<file path="config.mk">
export PLATFORM = sky130hd
export DESIGN_NAME = project_select_ctrl_flat
export DESIGN_NICKNAME = d
export VERILOG_FILES = /design/src/rtl/project_select_ctrl_if.sv /design/src/rtl/project_select_ctrl.sv /design/src/flat_wrapper.sv
export SDC_FILE = /design/constraint.sdc
export NUM_CORES = 1
export LEC_CHECK = 0
export BUFFER_PORTS_ARGS = -buffer_cell sky130_fd_sc_hd__buf_2
export CAP_MARGIN = 20
export CELL_PAD_IN_SITES_DETAIL_PLACEMENT = 0
export CELL_PAD_IN_SITES_GLOBAL_PLACEMENT = 1
export CORE_ASPECT_RATIO = 1.2
export CORE_MARGIN = 8
export CORE_UTILIZATION = 38
export CTS_CLUSTER_DIAMETER = 150
export DETAILED_ROUTE_END_ITERATION = 8
export PLACE_DENSITY_LB_ADDON = 0.1
export REMOVE_ABC_BUFFERS = 1
export SYNTH_ARGS = -nofsm -noshare
export SYNTH_HDL_FRONTEND = slang
export SYNTH_SLANG_ARGS = --single-unit
</file>
<file path="constraint.sdc">
create_clock -name wb_clk_i -period 2.6 [get_ports wb_clk_i]
set_input_delay 0.13 -clock wb_clk_i [delete_from_list [all_inputs] [get_ports wb_clk_i]]
set_output_delay 0.13 -clock wb_clk_i [all_outputs]
set_load 0.02 [all_outputs]
</file>
<file path="src/rtl/project_select_ctrl_if.sv">
// Wishbone slave bundle between the bus and the project select controller.
// Latency: none (wires only).
// Backpressure: none; the slave answers each strobe with a one-cycle ack.
interface project_select_ctrl_if;
    logic        wbs_stb_i;
    logic        wbs_cyc_i;
    logic        wbs_we_i;
    logic [3:0]  wbs_sel_i;
    logic [31:0] wbs_dat_i;
    logic [31:0] wbs_adr_i;
    logic        wbs_ack_o;
    logic [31:0] wbs_dat_o;

    modport slave (
        input  wbs_stb_i, wbs_cyc_i, wbs_we_i, wbs_sel_i, wbs_dat_i, wbs_adr_i,
        output wbs_ack_o, wbs_dat_o
    );

    modport master (
        output wbs_stb_i, wbs_cyc_i, wbs_we_i, wbs_sel_i, wbs_dat_i, wbs_adr_i,
        input  wbs_ack_o, wbs_dat_o
    );
endinterface

</file>
<file path="src/rtl/project_select_ctrl.sv">
// Selects which user project owns the IO pads, with an all-off guard between owners.
// Latency: ack and read data one cycle after the strobe; outputs registered from next state.
// Backpressure: none; every access takes two cycles (hit, then ack) and is always accepted.
module project_select_ctrl #(
    parameter int          NUM_PROJ      = 8,
    parameter int          ID_W          = 3,
    parameter logic [31:0] BASE_ADDR     = 32'h3000_0000,
    parameter int          GUARD_DEFAULT = 16
) (
    input  logic                    wb_clk_i,
    input  logic                    wb_rst_ni,
    project_select_ctrl_if.slave    wbs,
    output logic [NUM_PROJ-1:0]     active_o,
    output logic                    proj_rst_no,
    output logic                    busy_o
);

    localparam logic [1:0] S_OFF   = 2'd0;
    localparam logic [1:0] S_GUARD = 2'd1;
    localparam logic [1:0] S_ON    = 2'd2;

    localparam logic [ID_W:0]       NP_LIM = (ID_W+1)'(NUM_PROJ);
    localparam logic [NUM_PROJ-1:0] ONE    = {{(NUM_PROJ-1){1'b0}}, 1'b1};
    localparam logic [7:0]          G_RST  = 8'(GUARD_DEFAULT);

    logic [1:0]          state_q, state_d;
    logic [7:0]          cnt_q, cnt_d;
    logic [7:0]          guard_q, guard_d;
    logic [ID_W-1:0]     cur_id_q, cur_id_d;
    logic [ID_W-1:0]     pend_id_q, pend_id_d;
    logic [15:0]         sw_cnt_q, sw_cnt_d;
    logic                en_q, en_d;
    logic                err_q, err_d;
    logic                ack_q;
    logic [31:0]         dat_q;
    logic [NUM_PROJ-1:0] active_q;
    logic                prst_q;
    logic                busy_q;

    logic                hit, wr;
    logic [1:0]          reg_sel;
    logic [ID_W-1:0]     req_id;
    logic                req_en;
    logic                ctrl_ok, ctrl_bad;
    logic [31:0]         rd_dat;
    logic                unused_bits;

    assign hit      = wbs.wbs_stb_i & wbs.wbs_cyc_i & ~ack_q &
                      (wbs.wbs_adr_i[31:4] == BASE_ADDR[31:4]);
    assign wr       = hit & wbs.wbs_we_i;
    assign reg_sel  = wbs.wbs_adr_i[3:2];
    assign req_id   = wbs.wbs_dat_i[ID_W-1:0];
    assign req_en   = wbs.wbs_dat_i[8];
    assign ctrl_ok  = wr & (reg_sel == 2'd0) & ({1'b0, req_id} < NP_LIM);
    assign ctrl_bad = wr & (reg_sel == 2'd0) & ({1'b0, req_id} >= NP_LIM);

    // Byte selects and low address bits carry no meaning here: all writes are full-word.
    assign unused_bits = ^{wbs.wbs_sel_i, wbs.wbs_adr_i[1:0], wbs.wbs_dat_i};

    // Next-state: register writes plus the OFF/GUARD/ON ownership sequence.
    always_comb begin
        state_d   = state_q;
        cnt_d     = cnt_q;
        guard_d   = guard_q;
        cur_id_d  = cur_id_q;
        pend_id_d = pend_id_q;
        sw_cnt_d  = sw_cnt_q;
        en_d      = en_q;
        err_d     = err_q;

        if (ctrl_ok) begin
            err_d = 1'b0;
            en_d  = req_en;
        end else if (ctrl_bad) begin
            err_d = 1'b1;
        end

        // A running guard keeps its count; the new value only applies at the next reload.
        if (wr && reg_sel == 2'd2) begin
            guard_d = (wbs.wbs_dat_i[7:0] == 8'd0) ? 8'd1 : wbs.wbs_dat_i[7:0];
        end

        case (state_q)
            S_OFF: begin
                if (ctrl_ok && req_en) begin
                    pend_id_d = req_id;
                    cnt_d     = guard_q;
                    state_d   = S_GUARD;
                end
            end
            S_GUARD: begin
                if (ctrl_ok) begin
                    if (req_en) begin
                        pend_id_d = req_id;
                        cnt_d     = guard_q;
                    end else begin
                        state_d = S_OFF;
                    end
                end else if (cnt_q == 8'd1) begin
                    cur_id_d = pend_id_q;
                    sw_cnt_d = sw_cnt_q + 16'd1;
                    state_d  = S_ON;
                end else begin
                    cnt_d = cnt_q - 8'd1;
                end
            end
            S_ON: begin
                if (ctrl_ok) begin
                    if (!req_en) begin
                        state_d = S_OFF;
                    end else if (req_id != cur_id_q) begin
                        pend_id_d = req_id;
                        cnt_d     = guard_q;
                        state_d   = S_GUARD;
                    end
                end
            end
            default: state_d = S_OFF;
        endcase
    end

    // Read mux over the current register contents.
    always_comb begin
        rd_dat = '0;
        case (reg_sel)
            2'd0: begin
                rd_dat[ID_W-1:0] = pend_id_q;
                rd_dat[8]        = en_q;
            end
            2'd1: begin
                rd_dat[ID_W-1:0] = cur_id_q;
                rd_dat[8]        = (state_q == S_ON);
                rd_dat[9]        = (state_q == S_GUARD);
                rd_dat[10]       = err_q;
                rd_dat[31:16]    = sw_cnt_q;
            end
            2'd2:    rd_dat[7:0] = guard_q;
            default: rd_dat = '0;
        endcase
    end

    // State, bus response and outputs; outputs derive from next state so they are glitch-free flops.
    always_ff @(posedge wb_clk_i or negedge wb_rst_ni) begin
        if (!wb_rst_ni) begin
            state_q   <= S_OFF;
            cnt_q     <= 8'd0;
            guard_q   <= G_RST;
            cur_id_q  <= '0;
            pend_id_q <= '0;
            sw_cnt_q  <= 16'd0;
            en_q      <= 1'b0;
            err_q     <= 1'b0;
            ack_q     <= 1'b0;
            dat_q     <= 32'd0;
            active_q  <= '0;
            prst_q    <= 1'b0;
            busy_q    <= 1'b0;
        end else begin
            state_q   <= state_d;
            cnt_q     <= cnt_d;
            guard_q   <= guard_d;
            cur_id_q  <= cur_id_d;
            pend_id_q <= pend_id_d;
            sw_cnt_q  <= sw_cnt_d;
            en_q      <= en_d;
            err_q     <= err_d;
            ack_q     <= hit;
            dat_q     <= (hit && !wbs.wbs_we_i) ? rd_dat : 32'd0;
            active_q  <= (state_d == S_ON) ? (ONE << cur_id_d) : '0;
            prst_q    <= (state_d == S_ON);
            busy_q    <= (state_d == S_GUARD);
        end
    end

    assign wbs.wbs_ack_o = ack_q;
    assign wbs.wbs_dat_o = dat_q;
    assign active_o      = active_q;
    assign proj_rst_no   = prst_q;
    assign busy_o        = busy_q;

endmodule

</file>
<file path="src/flat_wrapper.sv">
// flat-port wrapper written by rule: the top's interface ports become plain ports
module project_select_ctrl_flat 
#(
    parameter int          NUM_PROJ      = 8,
    parameter int          ID_W          = 3,
    parameter logic [31:0] BASE_ADDR     = 32'h3000_0000,
    parameter int          GUARD_DEFAULT = 16
)
  (wb_clk_i, wb_rst_ni, active_o, proj_rst_no, busy_o, wbs_wbs_stb_i, wbs_wbs_cyc_i, wbs_wbs_we_i, wbs_wbs_sel_i, wbs_wbs_dat_i, wbs_wbs_adr_i, wbs_wbs_ack_o, wbs_wbs_dat_o);
  project_select_ctrl_if wbs_i ();
  input  logic wb_clk_i;
  input  logic wb_rst_ni;
  output logic [NUM_PROJ-1:0] active_o;
  output logic proj_rst_no;
  output logic busy_o;
  input wire logic [$bits(wbs_i.wbs_stb_i)-1:0] wbs_wbs_stb_i;
  input wire logic [$bits(wbs_i.wbs_cyc_i)-1:0] wbs_wbs_cyc_i;
  input wire logic [$bits(wbs_i.wbs_we_i)-1:0] wbs_wbs_we_i;
  input wire logic [$bits(wbs_i.wbs_sel_i)-1:0] wbs_wbs_sel_i;
  input wire logic [$bits(wbs_i.wbs_dat_i)-1:0] wbs_wbs_dat_i;
  input wire logic [$bits(wbs_i.wbs_adr_i)-1:0] wbs_wbs_adr_i;
  output wire logic [$bits(wbs_i.wbs_ack_o)-1:0] wbs_wbs_ack_o;
  output wire logic [$bits(wbs_i.wbs_dat_o)-1:0] wbs_wbs_dat_o;
  assign wbs_i.wbs_stb_i = wbs_wbs_stb_i;
  assign wbs_i.wbs_cyc_i = wbs_wbs_cyc_i;
  assign wbs_i.wbs_we_i = wbs_wbs_we_i;
  assign wbs_i.wbs_sel_i = wbs_wbs_sel_i;
  assign wbs_i.wbs_dat_i = wbs_wbs_dat_i;
  assign wbs_i.wbs_adr_i = wbs_wbs_adr_i;
  assign wbs_wbs_ack_o = wbs_i.wbs_ack_o;
  assign wbs_wbs_dat_o = wbs_i.wbs_dat_o;
  project_select_ctrl #(.NUM_PROJ(NUM_PROJ), .ID_W(ID_W), .BASE_ADDR(BASE_ADDR), .GUARD_DEFAULT(GUARD_DEFAULT)) u_core (.wb_clk_i(wb_clk_i), .wb_rst_ni(wb_rst_ni), .wbs(wbs_i), .active_o(active_o), .proj_rst_no(proj_rst_no), .busy_o(busy_o));
endmodule
</file>
# Word level (Yosys, flattened, before mapping)
# Cells that the tools add are included.
[word_totals]
latchBits = 0
register_bits = 84
elab_cells = 84
inputBits = 73
out_inout_bits = 43
rom_bits = 0
ramBits = 0
mem_count = 0
[classes]
div_mod_pow = 0
bitwise_logic = 7
add_sub_neg = 2
muxes = 34
n_eq_ne = 17
magnitude_cmp = 0
n_shift = 1
reduce_logical = 11
multipliers = 0
[op_table]
columns = ["operator", "count"]
rows = [
  ["8-bit 2-to-1 mux", 9],
  ["32-bit 2-to-1 mux", 1],
  ["28-bit by 26-bit == test with 1-bit output, second input constant", 1],
  ["3-bit 2-to-1 mux", 9],
  ["8-bit case mux with 3 select lines", 1],
  ["3-bit case mux with 3 select lines", 2],
  ["16-bit by 1-bit adder with 16-bit output, second input constant", 1],
  ["16-bit 2-to-1 mux", 1],
  ["2-bit 2-to-1 mux", 7],
  ["7-bit AND reduction", 2],
  ["8-bit by 1-bit == test with 1-bit output, second input constant", 1],
  ["8-bit logical NOT", 1],
  ["2-bit by 1-bit != test with 1-bit output, second input constant", 4],
  ["1-bit by 3-bit left shift with 8-bit output, first input constant", 1],
  ["8-bit by 1-bit subtractor with 8-bit output, second input constant", 1],
  ["2-bit by 1-bit == test with 1-bit output, second input constant", 3],
  ["2-bit == test, second input constant", 3],
  ["2-bit case mux with 3 select lines", 1],
  ["1-bit bitwise AND", 5],
  ["5-bit 2-to-1 mux", 1],
  ["2-bit logical NOT", 2],
  ["2-bit != test, second input constant", 2],
  ["1-bit logical AND", 3],
  ["3-bit by 2-bit != test with 1-bit output, second input constant", 1],
  ["other kinds (8)", 9],
]

# Logic depth before layout (Yosys ltp)
[logic_depth]
ltp_word = 10
ltp_mapped = 9

# Worst setup path after synthesis
# Ideal clock, no wire load.
[synth_path]
path_type = "register to register"
startpoint = "register u_core.ack_q, in the netlist u_core.wbs.wbs_ack_o"
endpoint = "register u_core.active_q[4], in the netlist u_core.active_o[4]"
arrival_time_ns = 2.128
synth_period_minus_slack_ns = 2.206
path_stages_with_launch = 8
setup_slack_ns = 0.394
setup_ns = 0.078
cell_sequence = "dfrtp_1 > and4bb_2 > nand4_2 > o31a_1 > and2_4 > buf_6 > or4b_1 > a21oi_1"
[synth_via]
elab_chain_len = 10
word_cells_on_any_way = 15
classes_between = "eq/ne (1); shift (1); mux (7); bitwise (5); reduce/logical (1)"
[synth_lines]
columns = ["item", "line", "text"]
rows = [
  ["from (decl)", "project_select_ctrl.sv:34", "logic ack_q;"],
  ["from (signal assigned)", "project_select_ctrl.sv:167", "ack_q <= hit;"],
  ["1-bit NOT (*)", "project_select_ctrl.sv:48", "assign hit = wbs.wbs_stb_i & wbs.wbs_cyc_i & ~ack_q &"],
  ["1-bit bitwise AND (*) (2 in series)", "project_select_ctrl.sv:48", ""],
  ["1-bit bitwise AND (*)", "project_select_ctrl.sv:50", "assign wr = hit & wbs.wbs_we_i;"],
  ["1-bit bitwise AND (*)", "project_select_ctrl.sv:54", "assign ctrl_ok = wr & (reg_sel == 2'd0) & ({1'b0, req_id} < NP_LIM);"],
  ["1-bit logical AND", "project_select_ctrl.sv:85", "if (ctrl_ok && req_en) begin"],
  ["2-bit 2-to-1 mux", "project_select_ctrl.sv:85", ""],
  ["2-bit case mux with 3 select lines", "project_select_ctrl.sv:83", "case (state_q)"],
  ["2-bit == test", "project_select_ctrl.sv:169", "active_q <= (state_d == S_ON) ? (ONE << cur_id_d) : '0;"],
  ["8-bit 2-to-1 mux (*)", "project_select_ctrl.sv:169", ""],
  ["to (signal assigned)", "project_select_ctrl.sv:169", ""],
  ["to (decl)", "project_select_ctrl.sv:36", "logic [NUM_PROJ-1:0] active_q;"],
]
# Mark *: on every way between the ends. The rest lies on a longest branch, timed or not.
# A chain may end at the register's enable or synchronous reset.

# Worst setup path in the final report
[layout_path]
startpoint = "register u_core.cnt_q[6]"
endpoint = "register u_core.sw_cnt_q[7]"
[layout_via]
elab_chain_len = 2
[layout_lines]
columns = ["item", "line", "text"]
rows = [
  ["from (decl)", "project_select_ctrl.sv:27", "logic [7:0] cnt_q, cnt_d;"],
  ["from (signal assigned)", "project_select_ctrl.sv:160", "cnt_q <= cnt_d;"],
  ["8-bit by 1-bit == test with 1-bit output", "project_select_ctrl.sv:99", "end else if (cnt_q == 8'd1) begin"],
  ["3-bit AND reduction (no line)", "n/a", ""],
  ["to (signal assigned)", "project_select_ctrl.sv:164", "sw_cnt_q <= sw_cnt_d;"],
  ["to (decl)", "project_select_ctrl.sv:31", "logic [15:0] sw_cnt_q, sw_cnt_d;"],
]
# Every way passes these cells.

==> impl_metrics.csv <==
group,metric,value,unit
routing,drt_wl_total,8720,µm
layout,layout-drive-gt1-share,0.299,
sta,fmax,449,MHz
synthesis,synthArstFlopShare,1.00,
worst_setup_path,start_kind,"flop",
floorplanning,row_count,38,
layout,area_growth,22.7,%
min_path,min_to,"u_core.wbs.wbs_dat_o[8]",
synthesis,ys_warn_count,0,
power_and_ir_drop,intPower,0.00180,W
place,dp_hpwl,6390,µm
cts,cts.sinks,78,
layout,num_antenna_cells,0,
sta,post-route-period-util,0.856,
worst_setup_path,reg2reg_slack,0.38,ns
worst_setup_path,critPathRequiredTime,2.88,ns
worst_setup_path,crit_path_cell_trace,"or4_1 -> nor2_2 -> nand2_1 -> buf_4 -> nor4_1 -> xor2_1",
layout,layout.cells.most_common_list,"buf_2, dfrtp_1, nand2_1",
sta,tns,0,ns
worst_setup_path,r2r_end,"u_core.sw_cnt_q[7]",
sta,slew_violations,0,
global_route,grt_pass1_wl,14900,µm
worst_setup_path,cp_num_buf_inv,1,
floorplanning,ioPinCount,116,
power_and_ir_drop,combPwrFrac,0.042,
layout,final_common_cell,"buf_2",
synthesis,yosysTopAreaCell,"dfrtp_1",
run_status,status,"completed",
synthesis,synth_edf_count,0,
synthesis,syn_inst,332,
power_and_ir_drop,power_density,525,mW/mm²
sta,rsz0062_at_grt,"false",
cts,cts_setup_buffers,0,
power_and_ir_drop,power_frac_seq,0.529,
floorplanning,fp.dieW,104,µm
floorplanning,die_area,0.0127,mm²
worst_setup_path,arrival,2.50,ns
routing,drt_iter0_drc,112,
cts,ctsHtreeMaxLevel,3,
global_route,grt_start_max_net_pins,79,
routing,drc,0,
place,place.port_buffers,80,
flow_run,maxCapViolCount,0,
cts,clk_latency,0.35,ns
cts,cts_tree,"done",
routing,firstDrtPassIters,4,
power_and_ir_drop,p_leak,2.22,nW
synthesis,synth_top_area_frac,0.542,
min_path,holdCritStartpoint,"wbs_wbs_adr_i[3]",
synthesis,seq_area_frac_synth,0.549,
min_path,hold_class,"primary input to flop",
worst_setup_path,cp_top_family,"simple AND/OR/NAND/NOR gates",
synthesis,synthTopCellsByArea,"dfrtp_1, nand2_1, and2_1, mux2_2, nor3_1",
worst_setup_path,critPathSlowestCell,"or4_1",
worst_setup_path,critPathMaxStageDelay,0.58,ns
routing,vias_per_cell,5.02,
worst_setup_path,cp-end-kind,"flop",
cts,cts_root_buf,"clkbuf_8",
sta,min_period,2.22,ns
routing,num_vias,2734,
worst_setup_path,reg2regPathDepth,6,
synthesis,avgSynthCellArea,10.7,µm²
place,place_ws,0.323,ns
floorplanning,die_h,122,µm
routing,ant_nets,0,
floorplanning,core_area,0.00908,mm²
sta,setup_viol,0,
worst_setup_path,worstSetupPathType,"flop to flop",
layout,fin_nets,496,
global_route,grt_usage,0.145,
routing,avgRoutedWirePerCell,16.0,µm
power_and_ir_drop,pwr-share-clk,0.429,
sta,final_hold_viol_count,0,
synthesis,synth-main-ff-cell,"dfrtp_1",
place,gp_congestion,0.773,
global_route,grt_remaining_overflow,0,
power_and_ir_drop,switching_power,0.000492,W
synthesis,synth.distinct_cells,50,
global_route,grt_pass1_vias,3003,
synthesis,synth-seq-cells,78,
sta,finalWorstSetupSlack,0.375,ns
global_route,antenna_found_initial,0,
min_path,whs_path_depth,2,
power_and_ir_drop,swShare,0.215,
worst_setup_path,critical_path_peak_fanout,17,
cts,cts-buffers-inserted,9,
cts,cts_buffer_depth,2,
worst_setup_path,r2r-start,"u_core.cnt_q[6]",
cts,clk_pin_slew,0.08,ns
power_and_ir_drop,ir_drop,0.298,mV
synthesis,syn-cell-area,0.00355,mm²
floorplanning,start_util,0.391,
sta,final.setup_skew,0.00525,ns
==> state kept, by name, summed over array words and instances (netlist names) <==
name	count
u_core.wbs.wbs_dat_o	26
u_core.sw_cnt_q	16
u_core.cnt_q	8
u_core.en_q	1
u_core.pend_id_q	3
u_core.active_o	8
u_core.proj_rst_no	1
u_core.busy_o	1
u_core.state_q	2
u_core.guard_q	8
u_core.wbs.wbs_ack_o	1
u_core.cur_id_q	3
==> worst max-delay path by stage <==
stage / startpoint / cells after the start / endpoint / slack [ns]
6_report: u_core.cnt_q[6] / 6 / u_core.sw_cnt_q[7] / 0.38
4_1_cts: u_core.wbs.wbs_ack_o / 7 / u_core.cnt_q[4] / 0.34
2_1_floorplan: u_core.wbs.wbs_ack_o / 6 / u_core.cnt_q[1] / 0.28
3_3_place_gp: wbs_wbs_adr_i[18] / 8 / u_core.cnt_q[4] / 0.32
5_1_grt: u_core.wbs.wbs_ack_o / 7 / u_core.cnt_q[4] / 0.14
3_5_place_dp: wbs_wbs_adr_i[22] / 8 / u_core.cnt_q[4] / 0.32
==> layout make-up <==
class                           count  area [µm²]
Sequential cell                    78        1950
Inverter                            8        30.0
Clock inverter                      2        37.5
Fill cell                         862        4720
Clock buffer                       14         183
Timing Repair Buffer               95         541
Tap cell                          120         150
Multi-Input combinational cell    228        1470
==> cell families (layout without fill, tap and decap cells) <==
| group | after synthesis | count (layout) | synth area share |
|---|---|---|---|
| buffers and inverters | 31 | 119 | 0.0426 |
| and+or+nand+nor | 152 | 152 | 0.245 |
| DFF | 78 | 78 | 0.549 |
| adders and majority gates | 3 | 3 | 0.0106 |
| other | 1 | 6 | 0.00105 |
| AOI/OAI and AO/OA | 34 | 34 | 0.0616 |
| xor gates and xnor gates | 18 | 18 | 0.0444 |
| muxes | 15 | 15 | 0.0458 |
==> cell usage after synthesis, drive strengths merged, types with 2 or more instances <==
library cell / count
dfrtp: 77
nand2b: 2
nor3: 17
or3: 2
xnor2: 9
nand3: 14
inv: 8
o21a: 3
or4b: 2
and3: 7
buf: 11
xor2: 9
nand3b: 2
a32o: 3
nor2: 16
clkbuf: 12
mux2: 10
o21ai: 4
nor4: 11
nand2: 38
o31ai: 3
nand4: 8
nor2b: 3
mux2i: 5
ha: 3
and4b: 3
nand4b: 3
o2bb2ai: 2
and2: 19
a21oi: 14
==> per-stage QoR <==
stage	total power, W	utilization	hold WS (ns)	area (µm²)	cells
floorplan	0.00126	-	-0.166	3450	314
global placement	0.00133	0.451	0.353	4100	526
detailed placement	0.00133	0.451	0.359	4100	526
CTS	0.00233	0.477	0.0140	4340	544
global route	0.00240	0.480	0.0235	4360	545
finish	0.00229	0.480	0.0381	4360	545
==> timing repair <==
action | CTS | global route
endpoints found under the setup margin | 0 | 0
hold endpoints to repair | 78 | 0
hold buffers | 2 | 0
gates resized for setup | 0 | 0
==> metal layers <==
layer	wire length, µm	GRT usage	up-vias
met1	3970	0.181	1327
li1	-	-	1322
met5	0	0	-
met2	4030	0.227	77
met4	116	0.0517	0
met3	600	0.0549	8
==> power groups by stage <==
stage | Combinational, W | Sequential (W) | Clock (W)
floorplan | 0.0000187 | 0.00124 | 0
global placement | 0.0000895 | 0.00124 | 0
detailed placement | 0.0000907 | 0.00124 | 0
CTS | 0.0000934 | 0.00121 | 0.00102
global route | 0.000109 | 0.00121 | 0.00108
finish | 0.0000955 | 0.00121 | 0.000983
No activity file was read; power rests on OpenSTA's default activity.
